**src/rtl/multi_speed_counter_pkg.sv**
```systemverilog
// Shared constants for the multi-speed BCD counter: speed-select encoding,
// BCD digit width and the seven-segment glyph table.
package multi_speed_counter_pkg;

  localparam int BCD_W = 4;

  localparam logic [1:0] SPEED_HOLD = 2'b00;
  localparam logic [1:0] SPEED_SLOW = 2'b01;
  localparam logic [1:0] SPEED_MED  = 2'b10;
  localparam logic [1:0] SPEED_FAST = 2'b11;

  // Active-low {g,f,e,d,c,b,a}; entry n is the glyph for digit n.
  localparam logic [9:0][6:0] SEG_TABLE = {
    7'b0010000,
    7'b0000000,
    7'b1111000,
    7'b0000010,
    7'b0010010,
    7'b0011001,
    7'b0110000,
    7'b0100100,
    7'b1111001,
    7'b1000000
  };

  localparam logic [6:0] SEG_BLANK = 7'b1111111;

endpackage

```
**src/rtl/seg7_decode.sv**
```systemverilog
// Combinational BCD to active-low seven-segment decoder.
// Codes above 9 cannot occur in the counter; they blank the digit.
module seg7_decode
  import multi_speed_counter_pkg::*;
(
  input  logic [BCD_W-1:0] bcd,
  output logic [6:0]       seg
);

  always_comb begin
    seg = SEG_BLANK;
    if (bcd <= 4'd9) seg = SEG_TABLE[bcd];
  end

endmodule

```
**src/rtl/multi_speed_counter.sv**
```systemverilog
// Cascaded BCD up/down counter advanced by a selectable-rate prescaler tick,
// shown on a multiplexed active-low seven-segment display.
module multi_speed_counter
  import multi_speed_counter_pkg::*;
#(
  parameter int DIGITS    = 4,
  parameter int DIV_BITS  = 22,
  parameter int SCAN_BITS = 16
) (
  input  logic              clk,
  input  logic              rst,
  input  logic [1:0]        sw,
  input  logic              dir,
  output logic [6:0]        seg,
  output logic [DIGITS-1:0] an
);

  localparam int PRE_W  = DIV_BITS + 2;
  localparam int IDX_W  = (DIGITS > 1) ? $clog2(DIGITS) : 1;
  localparam int SCAN_W = SCAN_BITS + IDX_W;

  logic [1:0]                   sw_meta, sw_sync, sw_last;
  logic                         dir_meta, dir_sync;
  logic [PRE_W-1:0]             pre, pre_last;
  logic                         sw_changed, tick;
  logic [SCAN_W-1:0]            scan;
  logic [IDX_W-1:0]             idx;
  logic [DIGITS-1:0][BCD_W-1:0] digits, digits_next;
  logic [BCD_W-1:0]             digit_sel;
  logic [6:0]                   seg_dec;

  always_ff @(posedge clk or negedge rst) begin
    if (!rst) begin
      sw_meta  <= '0;
      sw_sync  <= '0;
      sw_last  <= '0;
      dir_meta <= 1'b0;
      dir_sync <= 1'b0;
    end else begin
      sw_meta  <= sw;
      sw_sync  <= sw_meta;
      sw_last  <= sw_sync;
      dir_meta <= dir;
      dir_sync <= dir_meta;
    end
  end

  always_comb begin
    pre_last = '1;
    case (sw_sync)
      SPEED_FAST: pre_last = PRE_W'({DIV_BITS{1'b1}});
      SPEED_MED:  pre_last = PRE_W'({(DIV_BITS + 1){1'b1}});
      SPEED_SLOW: pre_last = '1;
      default:    pre_last = '1;
    endcase
  end

  // A speed change restarts the period so the first tick at the new rate is a full one.
  assign sw_changed = (sw_sync != sw_last);
  assign tick       = !sw_changed && (sw_sync != SPEED_HOLD) && (pre == pre_last);

  always_ff @(posedge clk or negedge rst) begin
    if (!rst) begin
      pre <= '0;
    end else if (sw_changed || tick) begin
      pre <= '0;
    end else if (sw_sync != SPEED_HOLD) begin
      pre <= pre + PRE_W'(1);
    end
  end

  // Ripple carry/borrow through the digits within a single cycle.
  always_comb begin
    logic carry;
    carry       = tick;
    digits_next = digits;
    for (int i = 0; i < DIGITS; i++) begin
      if (carry) begin
        if (!dir_sync) begin
          if (digits[i] == 4'd9) begin
            digits_next[i] = '0;
          end else begin
            digits_next[i] = digits[i] + 4'd1;
            carry          = 1'b0;
          end
        end else begin
          if (digits[i] == 4'd0) begin
            digits_next[i] = 4'd9;
          end else begin
            digits_next[i] = digits[i] - 4'd1;
            carry          = 1'b0;
          end
        end
      end
    end
  end

  always_ff @(posedge clk or negedge rst) begin
    if (!rst) digits <= '0;
    else      digits <= digits_next;
  end

  always_ff @(posedge clk or negedge rst) begin
    if (!rst) scan <= '0;
    else      scan <= scan + SCAN_W'(1);
  end

  assign idx       = IDX_W'(32'(scan[SCAN_W-1 -: IDX_W]) % DIGITS);
  assign digit_sel = digits[idx];

  seg7_decode u_seg7_decode (
    .bcd (digit_sel),
    .seg (seg_dec)
  );

  // an and seg are registered together so the glyph never straddles a digit change.
  always_ff @(posedge clk or negedge rst) begin
    if (!rst) begin
      an  <= ~DIGITS'(1);
      seg <= SEG_TABLE[0];
    end else begin
      an  <= ~(DIGITS'(1) << idx);
      seg <= seg_dec;
    end
  end

endmodule

```
**config.mk**
```make
export PLATFORM = sky130hd
export DESIGN_NAME = multi_speed_counter
export DESIGN_NICKNAME = d
export VERILOG_FILES = /design/src/rtl/multi_speed_counter_pkg.sv /design/src/rtl/seg7_decode.sv /design/src/rtl/multi_speed_counter.sv
export SDC_FILE = /design/constraint.sdc
export NUM_CORES = 1
export LEC_CHECK = 0
export CORE_MARGIN = 4
export CORE_UTILIZATION = 50
export CTS_BUF_LIST = sky130_fd_sc_hd__clkbuf_4
export CTS_CLUSTER_DIAMETER = 50
export CTS_CLUSTER_SIZE = 40
export DETAILED_ROUTE_END_ITERATION = 12
export PLACE_DENSITY = 0.68
export SLEW_MARGIN = 20
export SYNTH_ARGS = -nofsm -noshare
export SYNTH_HDL_FRONTEND = slang
export SYNTH_SLANG_ARGS = --single-unit
```
**constraint.sdc**
```tcl
create_clock -name clk -period 2.9 [get_ports clk]
set_input_delay 0.29 -clock clk [delete_from_list [all_inputs] [get_ports clk]]
set_output_delay 0.29 -clock clk [all_outputs]
set_load 0.02 [all_outputs]
```
# Word level (Yosys, flattened, before mapping)
# Memory sizes are Yosys's and may differ from the RTL's.
# Cells that the tools add are included.
dict set report totals {
  out_inout_bits 11
  mem_bits_rw 0
  regBits 77
  elab_cells 78
  n_memories 1
  romBits 112
  latchBits 0
}
# name depth width rd rd_clocked_by_memory_dff wr line_no
set memory_table {}
lappend memory_table {{(name not given)} 16 7 1 0 0 seg7_decode.sv:12} ;# if (bcd <= 4'd9) seg = SEG_TABLE[bcd];
dict set report op_classes {
  shifts 1
  n_lt_le_gt_ge 3
  n_bitwise 1
  n_reduce_logical 10
  div 0
  mux 31
  multipliers 0
  eq_ne 8
  addsub 10
}
# cell n
set op_table {}
lappend op_table {{$mux W4} 13}
lappend op_table {{$mux W24} 2}
lappend op_table {{$pmux W24 S2} 1}
lappend op_table {{$add A24 B1 Y24 const B} 1}
lappend op_table {{$eq A24 B24 Y1} 1}
lappend op_table {{$add A18 B1 Y18 const B} 1}
lappend op_table {{$add A4 B1 Y4 const B} 4}
lappend op_table {{$eq A4 B4 Y1 const B} 4}
lappend op_table {{$logic_not A4 Y1} 4}
lappend op_table {{$sub A4 B1 Y4 const B} 4}
lappend op_table {{$mux W7} 2}
lappend op_table {{$mux W1} 12}
lappend op_table {{$bmux W4 S2} 1}
lappend op_table {{$lt A4 B5 Y1 const B} 1}
lappend op_table {{$eq A2 B2 Y1 const B} 2}
lappend op_table {{$le A4 B4 Y1 const B} 1}
lappend op_table {{$not A4 Y4} 1}
lappend op_table {{$reduce_bool A2 Y1} 2}
lappend op_table {{$shl A1 B2 Y4 const A} 1}
lappend op_table {{$lt A2 B3 Y1 const B} 1}
lappend op_table {{$logic_and A1 B1 Y1} 2}
lappend op_table {{$ne A2 B2 Y1} 1}
lappend op_table {{$logic_not A1 Y1} 1}
lappend op_table {{$logic_or A1 B1 Y1} 1}

# Depth between registers and ports, before layout
dict set report depth {
  depth_word 7
  mapped_depth 9
}

# Hierarchy
# From an unflattened synthesis, not the netlist that was laid out.
dict set report hier_totals {
  hier_cells 407
  hier_area_um2 4062.6
}
# mod seq_area_each_um2 instances area_per_inst_um2 cells_per_inst
set by_module_without_submodules {}
lappend by_module_without_submodules {multi_speed_counter 1931.9 1 3856.2 377}
lappend by_module_without_submodules {seg7_decode 0.0 1 206.4 30}

# Least setup slack after synthesis
# No wires, ideal clock.
dict set report synth_path {
  kind {register to register}
  from {reg sw_sync[1]}
  to {reg digits[7] (netlist bit)}
  stages_incl_launch_ff 8
  required_time_ns 2.776
  arrival_time_ns 2.100
  path_buffers 2
  synth_period_minus_slack_ns 2.224
  setup_slack_ns 0.676
  cell_sequence {dfrtp_1 buf_6 or3b_4 a2111oi_4 o2111ai_2 buf_6 o31a_1 a211o_1}
}
dict set report synth_via {
  elab_chain_len 5
}
# item line_no
set synth_lines {}
lappend synth_lines {{from (decl)} multi_speed_counter.sv:22} ;# logic [1:0] sw_meta, sw_sync, sw_last;
lappend synth_lines {{from (signal assigned)} multi_speed_counter.sv:41} ;# sw_sync <= sw_meta;
lappend synth_lines {{$eq A2 B2 Y1 or $ne A2 B2 Y1 (tied branches)} {multi_speed_counter.sv:50, multi_speed_counter.sv:59}}
lappend synth_lines {{$pmux W24 S2 or $logic_not A1 Y1 (tied branches)} {multi_speed_counter.sv:50, multi_speed_counter.sv:60}}
lappend synth_lines {{$eq A24 B24 Y1 or $logic_and A1 B1 Y1 (tied branches)} multi_speed_counter.sv:60} ;# assign tick = !sw_changed && (sw_sync != SPEED_HOLD) && (pre == pre_last);
lappend synth_lines {{$logic_and A1 B1 Y1 (*)} multi_speed_counter.sv:60}
lappend synth_lines {{$mux W1 (*)} multi_speed_counter.sv:78} ;# if (carry) begin
lappend synth_lines {{to (signal assigned)} multi_speed_counter.sv:100} ;# else digits <= digits_next;
lappend synth_lines {{to (decl)} multi_speed_counter.sv:28} ;# logic [DIGITS-1:0][BCD_W-1:0] digits, digits_next;
# Mark *: on every way between the ends. The rest lies on a longest branch, timed or not.
# A chain may end at the register's enable or synchronous reset.

# Worst setup path in the final report
# Ends and elaborated chain as after synthesis.

==> impl_results.md <==
* Setup Fix Bufs, Post-CTS at 0
* Final wirelength at 7.306 mm
* Dpl cell area at 4285 sq um
* Largest net degree at the start of global routing at 78
* Residual DRC count at 0
* Number of global-route vias before repair at 2843
* Gpl congestion at 0.8295
* Initial antenna violation count at 0
* Later-pin clock latency in the skew report at 0.42 ns
* Arrival @ worst endpoint at 2.90 ns
* P_leak at 0.001872 uW
* Routed len/inst at 13.84 microns
* Leading area contributor after synthesis: dfrtp_1
* Mapped Nets at 426
* TNS Setup at 0 ns
* Gr usage total at 16.06%
* Commonest non-fill, non-tap cell in the layout: dfrtp_1
* GR Util met3 at 3.286%
* Final setup fails at 0
* WHS at -0.005557 ns
* Detailed Routing Iterations Pass 1 at 5
* Grt peak-use layer: met2
* H-tree levels at 3
* Cell variety after synth at 55
* First-pass GRT wire length at 12.86 mm
* Max cap viols at 0
* Crit path kind: reg2reg
* Initial core utilization at 52.20%
* Synth top area share at 44.83%
* Total CTS buffers at 9
* Slew HR at 38.85%
* Syn Area/Cell at 9.843 sq um
* Post-layout util at 56.44%
* Ys Warns at 0
* CTS tree: built
* I/O pins at 16
* Post-route ant nets at 0
* Ys flop type: dfrtp_1
* Row Count at 32
* RSZ-0062 raised after global routing: no
* Critical Path End Type: flop
* Cells after synthesis at 414
* Post-route cell area at 4407 sq um
* Status: complete, but fails checks
* Resize count post-CTS at 0
* Die width at 98.28 microns
* GRT met1 Usage at 22.13%
* Fin crit share at 89.29%
* Power density over the cells at 398.9 nW/um^2
* Most frequent cells in the layout: 73 x dfrtp_1, 53 x nor2_1, 31 x nand2_1
* Root buffer cell: clkbuf_4
* Max-slew violation count at 0
* Hold Path Class: in2async
* Reg2reg path depth at 5
* GRT overflow at 0
* HPWL after detailed placement at 4.947 mm
* Max Clk Rate at 0.3862 GHz
* Clock slew at reported path FFs at 0.14 ns
* Final min period at 2.590 ns
* Async SR Flop Fraction at 100.0%
* Initial DRC Count at 189
* Clock Sinks at 77
* Register area share after synthesis at 47.41%
* Antenna fix cells at 0
* Hold-fix buffers at CTS at 0
* Final net count at 433
* Final WS setup at 0.3105 ns
* Fillers at 693
* Synthesized area at 4075 sq um
* Skew final at 0.02018 ns
* Main area contributors after synthesis: dfrtp_1 45%, xnor2_1 5.8%, nor2_1 4.9%
* Drt via density at 5.646
* FF+latch count, synth at 77
* Post-synth EDFFs at 0
* Final Hold Vio Count at 3
* Port Buffers at 15
* Area delta synth->final at 8.136%
* Total power at 1758 uW
* Worst setup SP type: flop
* Setup WS pre-CTS at 0.3569 ns
* Via count at 2981
* CP Max Fanout at 15
* Die span in y at 98.28 microns
* Failing checks: negative hold slack
* WP data required at 3.21 ns
* Layout cells sized above 1 at 9.155%
* DIE AREA at 9659 sq um
* Least-Margin Pin Slew at 0.9173 ns
* Worst VDD drop at 0.2397 mV
* Max Root-Sink Buffers at 2
* Met2 GRT Util at 24.86%
* Core area at 7807 sq um
## per-layer routing
layer | up-vias | part of all wire [%]
li1 | 1463 | -
met1 | 1437 | 48
met2 | 69 | 46
met3 | 12 | 4.7
met4 | 0 | 1.3
met5 | - | 0
## synthesized netlist by cell type, types with 2 or more instances
cell,n
nand2_1,31
nand4_1,12
a211o_1,2
o21ai_0,15
nand3b_1,3
o31a_1,4
ha_1,7
nor4_1,4
mux4_2,4
and4_1,4
a32oi_1,2
clkbuf_1,17
and3_1,6
nand2b_1,8
o41ai_1,2
nor2b_1,9
o22ai_1,2
inv_1,15
a21oi_1,10
nor3b_1,2
xor2_1,22
nand3_1,20
nor4bb_1,4
a221o_1,3
dfstp_2,4
and2_1,2
and3b_1,2
nor2_1,53
o2111ai_1,2
xnor2_1,27
nor3_1,5
o221ai_1,3
dfrtp_1,73
buf_6,2
o31ai_1,7
buf_2,7
## worst paths after layout
check	start	to	slack (ns)
max	sw_sync[1]	digits[7]	0.31
min	rst	pre[11]	-0.006
max reg2reg	sw_sync[1]	digits[7]	0.31
min reg2reg	sw_meta[0]	sw_sync[0]	0.36
max in group asynchronous	rst	digits[13]	2.31
min in group clk	dir	dir_meta	0.33
## power by group
| part | internal, uW | total, uW | leakage (uW) | switching (uW) |
|---|---|---|---|---|
| logic | 24.8 | 82.5 | 0.000780 | 57.8 |
| clock network | 193 | 585 | 0.0000638 | 392 |
| registers | 1080 | 1090 | 0.00103 | 7.99 |
| total | 1300 | 1760 | 0.00187 | 458 |
## through the flow
step	instances	hold WS [ns]
6_report	528	-0.005557
2_1_floorplan	414	-0.005591
3_5_place_dp	512	0.3363
4_1_cts	528	0.01840
3_3_place_gp	512	0.3347
5_1_grt	528	0.05943
## worst max-delay path: stages, from the launching register on
cell       delay [ns]
dfrtp_1          0.52
or3b_4           0.43
a2111oi_4        0.40
o2111ai_2        0.44
o31a_1           0.44
a211o_1          0.26
## kinds of logic (layout without fill, tap and decap cells)
kind of cell    count (synthesis)  in the layout  share of synthesized area [%]
buf+inv                        42             54                          4.452
simple gates                  170            170                          21.37
compound gates                 65             65                          11.88
fa+ha+maj                       7              7                          2.149
mux                             4              4                          2.211
xor+xnor                       49             49                          10.53
flops                          77             77                          47.41
## area by class of cell
class,instances,area (sq um),share of cell area (%)
Inverter,15,56.30,1.278
Multi-Input combinational cell,295,1962,44.52
Clock inverter,6,46.29,1.051
Tap cell,102,127.6,2.896
Clock buffer,10,75.07,1.704
Timing Repair Buffer,23,207.7,4.713
Sequential cell,77,1932,43.84
## registers in the layout, indices dropped and copies added (netlist names)
| name | count |
|---|---|
| an | 4 |
| digits | 16 |
| dir_meta | 1 |
| dir_sync | 1 |
| pre | 24 |
| scan | 18 |
| seg | 7 |
| sw_last | 2 |
| sw_meta | 2 |
| sw_sync | 2 |
Note: power is estimated with default switching activity, not from simulation.
